==> config.mk <==
export PLATFORM = sky130hd
export DESIGN_NAME = mem_arbiter
export DESIGN_NICKNAME = d
export VERILOG_FILES = /design/src/rtl/mem_arbiter.sv
export SDC_FILE = /design/constraint.sdc
export NUM_CORES = 1
export LEC_CHECK = 0
export CELL_PAD_IN_SITES_DETAIL_PLACEMENT = 1
export CELL_PAD_IN_SITES_GLOBAL_PLACEMENT = 2
export CORE_MARGIN = 5
export CORE_UTILIZATION = 31
export DETAILED_ROUTE_END_ITERATION = 12
export PLACE_DENSITY_LB_ADDON = 0.1
export SLEW_MARGIN = 25
export SYNTH_ARGS = -nofsm -noshare
export SYNTH_HDL_FRONTEND = slang
export SYNTH_SLANG_ARGS = --single-unit
==> constraint.sdc <==
create_clock -name clk -period 3.6 [get_ports clk]
set_input_delay 0.72 -clock clk [delete_from_list [all_inputs] [get_ports clk]]
set_output_delay 0.72 -clock clk [all_outputs]
set_load 0.05 [all_outputs]
==> src/rtl/mem_arbiter.sv <==
// rtl/mem_arbiter.sv - round-robin arbiter sharing the block memory between I-cache and D-cache
module mem_arbiter #(
  parameter int ADDR_W  = 6,
  parameter int DATA_W  = 32,
  parameter int TIMEOUT = 255
) (
  input  logic              clk,
  input  logic              reset,
  input  logic              ic_read,
  input  logic [ADDR_W-1:0] ic_address,
  output logic [DATA_W-1:0] ic_readdata,
  output logic              ic_busywait,
  input  logic              dc_read,
  input  logic              dc_write,
  input  logic [ADDR_W-1:0] dc_address,
  input  logic [DATA_W-1:0] dc_writedata,
  output logic [DATA_W-1:0] dc_readdata,
  output logic              dc_busywait,
  output logic              mem_read,
  output logic              mem_write,
  output logic [ADDR_W-1:0] mem_address,
  output logic [DATA_W-1:0] mem_writedata,
  input  logic [DATA_W-1:0] mem_readdata,
  input  logic              mem_busywait,
  output logic              timeout_err
);

  typedef enum logic [1:0] {IDLE, ACCESS, DONE} state_t;

  localparam logic       OWN_IC       = 1'b0;
  localparam logic       OWN_DC       = 1'b1;
  localparam logic [7:0] TIMEOUT_LAST = 8'(TIMEOUT - 1);

  state_t     state;
  logic       owner;
  logic       last_grant;
  logic [7:0] count;
  logic       ic_req;
  logic       dc_req;
  logic       grant_dc;

  assign ic_req = ic_read;
  assign dc_req = dc_read | dc_write;

  // DC wins when alone, or in a contest when IC held the previous grant
  assign grant_dc = dc_req & (~ic_req | (last_grant == OWN_IC));

  assign ic_busywait = ic_req & ~((state == DONE) & (owner == OWN_IC));
  assign dc_busywait = dc_req & ~((state == DONE) & (owner == OWN_DC));

  always_ff @(posedge clk or negedge reset) begin
    if (!reset) begin
      state         <= IDLE;
      owner         <= OWN_IC;
      last_grant    <= OWN_IC;
      count         <= '0;
      mem_read      <= 1'b0;
      mem_write     <= 1'b0;
      mem_address   <= '0;
      mem_writedata <= '0;
      ic_readdata   <= '0;
      dc_readdata   <= '0;
      timeout_err   <= 1'b0;
    end else begin
      case (state)
        IDLE: begin
          if (ic_req | dc_req) begin
            owner         <= grant_dc;
            last_grant    <= grant_dc;
            count         <= '0;
            mem_address   <= grant_dc ? dc_address : ic_address;
            mem_writedata <= grant_dc ? dc_writedata : '0;
            mem_read      <= grant_dc ? dc_read : 1'b1;
            mem_write     <= grant_dc & dc_write;
            state         <= ACCESS;
          end
        end
        ACCESS: begin
          count <= count + 8'd1;
          // the registered write strobe doubles as the latched operation
          if (!mem_busywait) begin
            if (!mem_write) begin
              if (owner == OWN_DC) dc_readdata <= mem_readdata;
              else                 ic_readdata <= mem_readdata;
            end
            mem_read  <= 1'b0;
            mem_write <= 1'b0;
            state     <= DONE;
          end else if (count == TIMEOUT_LAST) begin
            timeout_err <= 1'b1;
            if (!mem_write) begin
              if (owner == OWN_DC) dc_readdata <= '0;
              else                 ic_readdata <= '0;
            end
            mem_read  <= 1'b0;
            mem_write <= 1'b0;
            state     <= DONE;
          end
        end
        DONE:    state <= IDLE;
        default: state <= IDLE;
      endcase
    end
  end

endmodule

Word level (Yosys, flattened, before mapping) --
Index checks and enable logic that the tools add are counted.
Storage, ports and cells: bits in registers 116, bits in latches 0, bits in writable memories 0, bits in read-only memories 0, input bits 82, output and inout port bits 107, word-level logic and storage cells 72, memories 0
Operators by class: add/subtract/negate cells 1, $mul 0, divide/modulo/power cells 0, order comparisons 0, equal/unequal tests 11, shifts and indexed selects 0, muxes and demuxes 27, bitwise gates (word level) 13, reductions and logical operators 10
Operators with widths (count):
- two-way mux 32 bit | 13
- case mux 8 bit (2 select lines) | 1
- AND reduction 6 bit | 2
- != test 2 bit (second input constant) | 5
- adder 8 x 1 -> 8 bit (second input constant) | 1
- == test 8 bit (second input constant) | 1
- two-way mux 8 bit | 1
- bitwise AND 1 bit | 6
- two-way mux 2 bit | 3
- two-way mux 6 bit | 1
- AND reduction 2 bit | 3
- AND reduction 3 bit | 2
- two-way mux 1 bit | 5
- != test 2 x 1 -> 1 bit (second input constant) | 2
- NOT 1 bit | 4
- case mux 1 bit (2 select lines) | 2
- case mux 2 bit (2 select lines) | 1
- nonzero test 2 bit | 2
- != test 3 bit (second input constant) | 1
- OR 1 bit | 3
- == test 2 x 1 -> 1 bit (second input constant) | 1
- == test 2 bit (second input constant) | 1
- zero test 2 bit | 1

Depth between registers and ports, before layout --
word-level depth 6, gate-level depth with buffers 7, gate-level depth less buffers 5

Worst setup path after synthesis --
OpenSTA, ideal clock, no wires.
path kind input to output, from in dc_write, to out dc_busywait, arrival time 1554 ps, data required time 2880 ps, setup slack 1326 ps, stages on the path 2, buffers on the path 0, path through nor2_1 -> a31oi_1
Between the ends: longest elaborated chain between the ends 2
RTL lines:
- start, declared | line 14 | input logic dc_write,
- OR 1 bit | line 43 | assign dc_req = dc_read | dc_write;
- bitwise AND 1 bit | line 49 | assign dc_busywait = dc_req & ~((state == DONE) & (owner == OWN_DC));
- end, declared | line 18 | output logic dc_busywait,
No other way between the ends.

Worst setup path in the final report --
from reg state[1], to out ic_busywait
Between the ends: longest elaborated chain between the ends 4
RTL lines:
- start, declared | line 34 | state_t state;
- start signal, assigned | line 53 | state <= IDLE;
- start signal, assigned | line 75 | state <= ACCESS;
- start signal, assigned | line 88 | state <= DONE;
- == test 2 bit | line 48 | assign ic_busywait = ic_req & ~((state == DONE) & (owner == OWN_IC));
- bitwise AND 1 bit | line 48
- NOT 1 bit | line 48
- bitwise AND 1 bit | line 48
- end, declared | line 12 | output logic ic_busywait,
No other way between the ends.

==> flow_summary.ini <==
[outcome]
status = completed

[routing]
drc_errors = 0
firstDrtPassIters = 4
drt_iter0_markers = 226
vias = 4552
antenna_left = 0
wl_per_cell_um = 19.3
via_per_inst = 5.00
routed_wl_mm = 17.6

[cells_and_area]
final_nets = 752
drive_above_1_share = 0.176
seqCellArea_um2 = 2900
syn_to_final_growth_pct = 45.6
multi_input_area_um2 = 2610
fill_cells = 1918
antenna-diode-count = 0

[setup_path]
cpMaxStageDelayCell = clkdlybuf4s50_1
cp-end-kind = output port
critPathTopFamily = buffers and inverters
path_buf_inv = 2
worstPathRequired_ns = 2.88
start_kind = flop
crit_path_max_incr_delay_ns = 0.71
arrival_ns = 2.20
crit_chain = inv_1 -> o31a_1 -> clkdlybuf4s50_1
path_class = flop to output port
cp_max_fo = 14

[logic_synthesis]
syn_inst = 492
ys_seq_area_frac = 0.504
ys_top_cells_by_count = dfrtp_1 (116), a21o_1 (63), o21ai_0 (40)
netlist_area_um2 = 5760
synth_area_leader_cell = dfrtp_1
synth_area_per_cell_um2 = 11.7
synthTopCellsByArea = dfrtp_1 (50%), a21o_1 (8.2%), mux2_4 (7.6%), mux2_2 (7.4%), o31ai_1 (4.4%)
ys_types = 45
synth_seq_cells = 116
syn_nets = 576
synth_edf_count = 0
yosysMostFrequentCell = dfrtp_1
ys.warnings.count = 0
synthArstFlopShare = 1.00
synth_ff_type = dfrtp_1
synth_top_area_frac = 0.504

[sta]
hold_viol_final = 0
worst_slew_pin_slew_ns = 0.704
finalSetupViolCount = 0
min_period_ns = 2.92
rsz0062_at_grt = no
tns_ns = 0
slew_viol_final = 0
max_freq_mhz = 342
period_share = 0.812
max_slew_margin = 0.530
clock_skew_ns = 0.0104

[flow_run]
drv_cap = 0

[min_path]
hp-class = input pin to asynchronous set/reset pin

[global_routing]
grt-ovfl-total = 0
track_usage = 0.165
grt_pass1_wl_mm = 28.5
grt_max_degree = 66
grt_pass1_vias = 5242
grt_antenna_before_repair = 0

[pwr]
p_total_uw = 8820
peakVddDrop_v = 0.000434
powerDensity_nw_per_um2 = 1050
p_leak_uw = 0.00336

[place]
place.gp.congestion = 0.722
io_buffers = 188
place_hpwl_mm = 12.1

[cts]
clock_latency_ns = 0.41
cts_hold_buf = 0
cts-resized-gates = 0
tritoncts = done
path_clk_slew_ns = 0.05
root_buffer = clkbuf_16
cts_sinks = 116
cts_setup_buffers = 0
ctsHtreeMaxLevel = 4
cts_buffers = 17
cts_buffer_depth = 2

[floorplan]
die_h_um = 146
ios = 189
die_w_um = 146
initial_core_util = 0.317
core_area_um2 = 18100
dieArea_um2 = 21400
rows = 49
## layout make-up
| cell class | instances | share of cell area |
|---|---|---|
| Timing Repair Buffer | 199 | 0.236 |
| Multi-Input combinational cell | 328 | 0.311 |
| Sequential cell | 116 | 0.346 |
| Inverter | 6 | 0.00268 |
| Tap cell | 229 | 0.0341 |
| Clock buffer | 22 | 0.0577 |
| Clock inverter | 10 | 0.0124 |
## layout by cell type (no fill, tap or decap), types with 7 or more instances in the layout
cell type | Yosys | layout
nor2b_1 | 33 | 33
mux2_4 | 29 | 29
mux2_1 | 8 | 8
nand2_1 | 36 | 36
a21o_1 | 63 | 63
clkinv_2 | 0 | 7
buf_4 | 1 | 11
clkdlybuf4s50_1 | 0 | 186
dfrtp_1 | 116 | 116
o31ai_1 | 34 | 34
o21ai_0 | 40 | 40
mux2_2 | 38 | 38
clkbuf_16 | 0 | 17
## sequential cells by signal, indices dropped and copies added, names as in the netlist
| name | count |
|---|---|
| count | 8 |
| dc_readdata | 32 |
| ic_readdata | 32 |
| last_grant | 1 |
| mem_address | 6 |
| mem_read | 1 |
| mem_write | 1 |
| mem_writedata | 32 |
| state | 2 |
| timeout_err | 1 |
## power by group
| group | total (uW) | switching, uW | internal (uW) |
|---|---|---|---|
| Clock | 1670 | 587 | 1080 |
| Sequential | 2290 | 449 | 1840 |
| Combinational | 4860 | 2920 | 1950 |
| Total | 8820 | 3950 | 4870 |
## through the flow
stage                     utilization  hold WS [ns]  cell area [um2]  worst slack [ns]  std cells
final                           0.462         0.354             8390             0.675        910
after global placement          0.430         0.453             7800             0.736        878
after CTS                       0.462         0.367             8390             0.642        910
after detailed placement        0.430         0.455             7800             0.715        878
after global routing            0.462         0.409             8390             0.545        910
after floorplan                     -         0.424             5760              1.33        492
## logic make-up (layout without fill, tap and decap cells)
group           after synthesis  in the layout  share of synthesized area
simple gates                 96             96                     0.0929
fa+ha+maj                     2              2                    0.00434
buf+inv                      48            237                     0.0469
mux                          76             76                      0.167
xor+xnor                      1              1                    0.00152
compound gates              153            153                      0.183
flops                       116            116                      0.504
## final timing paths
path	startpoint	to	slack (ns)	cells after the start
max in group asynchronous	reset	dc_readdata[0]$_DFFE_PN0P_	2.43	2
hold / removal	reset	dc_readdata[23]$_DFFE_PN0P_	0.35	1
min in group clk	timeout_err$_DFFE_PN0P_	timeout_err$_DFFE_PN0P_	0.46	1
setup / recovery	state[1]$_DFFE_PN0P_	ic_busywait	0.68	3
setup reg to reg	state[1]$_DFFE_PN0P_	dc_readdata[18]$_DFFE_PN0P_	1.24	4
hold reg to reg	timeout_err$_DFFE_PN0P_	timeout_err$_DFFE_PN0P_	0.46	1
## metal layers
metal / vias up / share of wire / GRT usage
met5: - / 0 / 0
met4: 0 / 0.014 / 0.0499
met3: 20 / 0.086 / 0.0725
met2: 145 / 0.47 / 0.271
met1: 2271 / 0.43 / 0.196
li1: 2116 / - / -
(Power assumes the default switching activity.)
==> RTL edit, RTL diff (same flow settings) <==
`DATA_W`: 32 -> 64.
--- a/src/rtl/mem_arbiter.sv
+++ b/src/rtl/mem_arbiter.sv
@@ -2,5 +2,5 @@
 module mem_arbiter #(
   parameter int ADDR_W  = 6,
-  parameter int DATA_W  = 32,
+  parameter int DATA_W  = 64,
   parameter int TIMEOUT = 255
 ) (
Ports: changed (5 resized); port bits go from 189 to 349. The function was not compared with the original's and may differ.
==> RTL edit against the unedited design <==
Sequential cell count is 96 higher; area after synthesis is 77% higher; setup slack worse by 0.21 ns; wire length is 94% higher; power is 84% higher; count of clock-buffer cells in the layout is 15 higher; register-to-register slack better by 0.13 ns; final area is 77% higher; critical path type is now primary input to output pin; largest cell class unchanged; highest routed layer is now met5.
==> RTL edit: results (changes against the unedited design) <==
- Largest regs: dc_readdata: 64 flops, ic_readdata: 64 flops, mem_writedata: 64 flops
* Final weighted congestion in routability-driven placement: 0.7359 (+1.9%)
* Wire length of the first global-routing pass: 52850 um (+86%)
* Setup Viol. Count Final: 0 (unchanged)
- The total routing resource utilization after global routing came to 18.13% (+1.6 points).
- Deepest clock path buffer count: 3 (+1)
- Worst vdd ir: 0.0005245 V (+21%)
- Top cells by area, synth: sky130_fd_sc_hd__dfrtp_1 (52%), sky130_fd_sc_hd__mux2i_1 (13%), sky130_fd_sc_hd__o21ai_0 (6.6%)
- The total CTS buffers is 26 (+9).
- Critical register-to-register path endpoint: dc_readdata[23]$_DFFE_PN0P_
- Sequential cell area fraction in the yosys report: 52.10% (+1.7 points)
* Leakage power total: 7.003 nW (+110%)
* Starting DRC count in detailed routing: 213 (-5.8%)
- Reg-to-reg slack, setup: 1.37 ns (+0.13 ns)
- The number of distinct library cells after synthesis is 40 (-11%).
- The total nets after synthesis came to 1080 (+88%).
- Hpwl dp: 23060 um (+91%)
* CP peak stage delay: 0.85 ns (+0.14 ns)
- IO Port Bufs: 348 (+85%)
- FFs w/ async S/R, synth: 100.0% (unchanged)
- The later-pin clock latency in the skew report is 0.53 ns (+0.12 ns).
- The highest fanout seen on the critical path was 5 (-9).
* Cell area after placement: 0.01401 mm2 (+80%)
* Top cell types by occurrence after synthesis: sky130_fd_sc_hd__dfrtp_1 (212), sky130_fd_sc_hd__o21ai_0 (134), sky130_fd_sc_hd__inv_1 (132)
- Maximum number of pins on one net before global-route repair: 87 (+32%)
- Final #Nets: 1408 (+87%)
* Post-route clock skew: 0.01028 ns (-0.00007640 ns)
* Rel. slew slack: 48.90% (-4.1 points)
- The number of global-route vias before repair is 8756 (+67%).
* Post-route non-filler standard cell count: 1718 (+89%)
* Overall routed net length: 34120 um (+94%)
- Initial antenna violation count: 2 (+2)
- The number of vias per cell was 4.717 (-5.7%).
- DRC errors left: 0 (unchanged)
- The cell family contributing the most delay on the critical path is buffers and inverters.
- Clock slew seen by the registers of the worst setup and hold paths: 0.05 ns (about the same)
- The worst reg2reg path depth came to 5 (+1).
* Run status: finished clean
- The internal power component came to 8.326 mW (+71%).
* H-tree depth: 1 (-3)
- The share of final-layout standard cells stronger than drive strength 1 is 7.759% (-9.9 points).
* Cell count after synthesis: 932 (+89%)
* Fill cells: 3505 (+83%)
- Worst Hold Slack: 0.2022 ns (-0.1517 ns)
- First drt pass iteration count: 4 (unchanged)
-- RTL edit: final cells by class --
class                      count  share of cell area, %
sequential                   212                  35.65
multi-input combinational    521                  26.58
timing repair buffer         367                  24.87
clock buffer                  37                  5.264
tap                          442                  3.716
inverter                     132                  3.330
clock inverter                 7                 0.5886
-- RTL edit: worst max-delay path by stage --
| stage | from | to | slack, ns | depth (start not counted) |
|---|---|---|---|---|
| 2_1_floorplan | state[1]$_DFFE_PN0P_ | dc_busywait | 1.32 | 3 |
| 3_3_place_gp | dc_read | dc_busywait | 0.49 | 4 |
| 3_5_place_dp | dc_read | dc_busywait | 0.46 | 4 |
| 4_1_cts | dc_read | dc_busywait | 0.44 | 4 |
| 5_1_grt | dc_read | dc_busywait | 0.41 | 4 |
| 6_report | dc_read | dc_busywait | 0.46 | 4 |
-- RTL edit: logic make-up after synthesis --
family | Yosys count | share of synthesized area, %
buffers and inverters | 199 | 9.327
and+or+nand+nor | 157 | 9.634
muxes | 141 | 14.02
DFF | 212 | 52.10
xor gates and xnor gates | 1 | 0.08603
adders and majority gates | 2 | 0.2457
AOI/OAI and AO/OA | 220 | 14.59
-- RTL edit: power by group through the flow --
| stage | registers [mW] | logic, mW | clock network [mW] |
|---|---|---|---|
| finish | 4.31 | 9.24 | 2.69 |
| global route | 4.49 | 9.76 | 2.90 |
| CTS | 4.33 | 9.38 | 2.80 |
| detailed placement | 4.33 | 9.36 | 0 |
| global placement | 4.28 | 9.29 | 0 |
| floorplan | 7.90 | 2.50 | 0 |
-- RTL edit: through the flow --
stage	worst slack, ns	total power, mW	util, %
2_1_floorplan	1.315	10.41	-
3_3_place_gp	0.4872	13.57	43.17
3_5_place_dp	0.4605	13.69	43.17
4_1_cts	0.4379	16.51	45.85
5_1_grt	0.4082	17.15	45.85
6_report	0.4630	16.24	45.85
-- RTL edit: per-layer routing --
metal	global-route usage, %	vias up	routed length (um)
li1	-	3835	-
met1	24.05	3977	15060
met2	28.32	251	15300
met3	7.359	37	3285
met4	3.260	4	447
met5	0	-	21
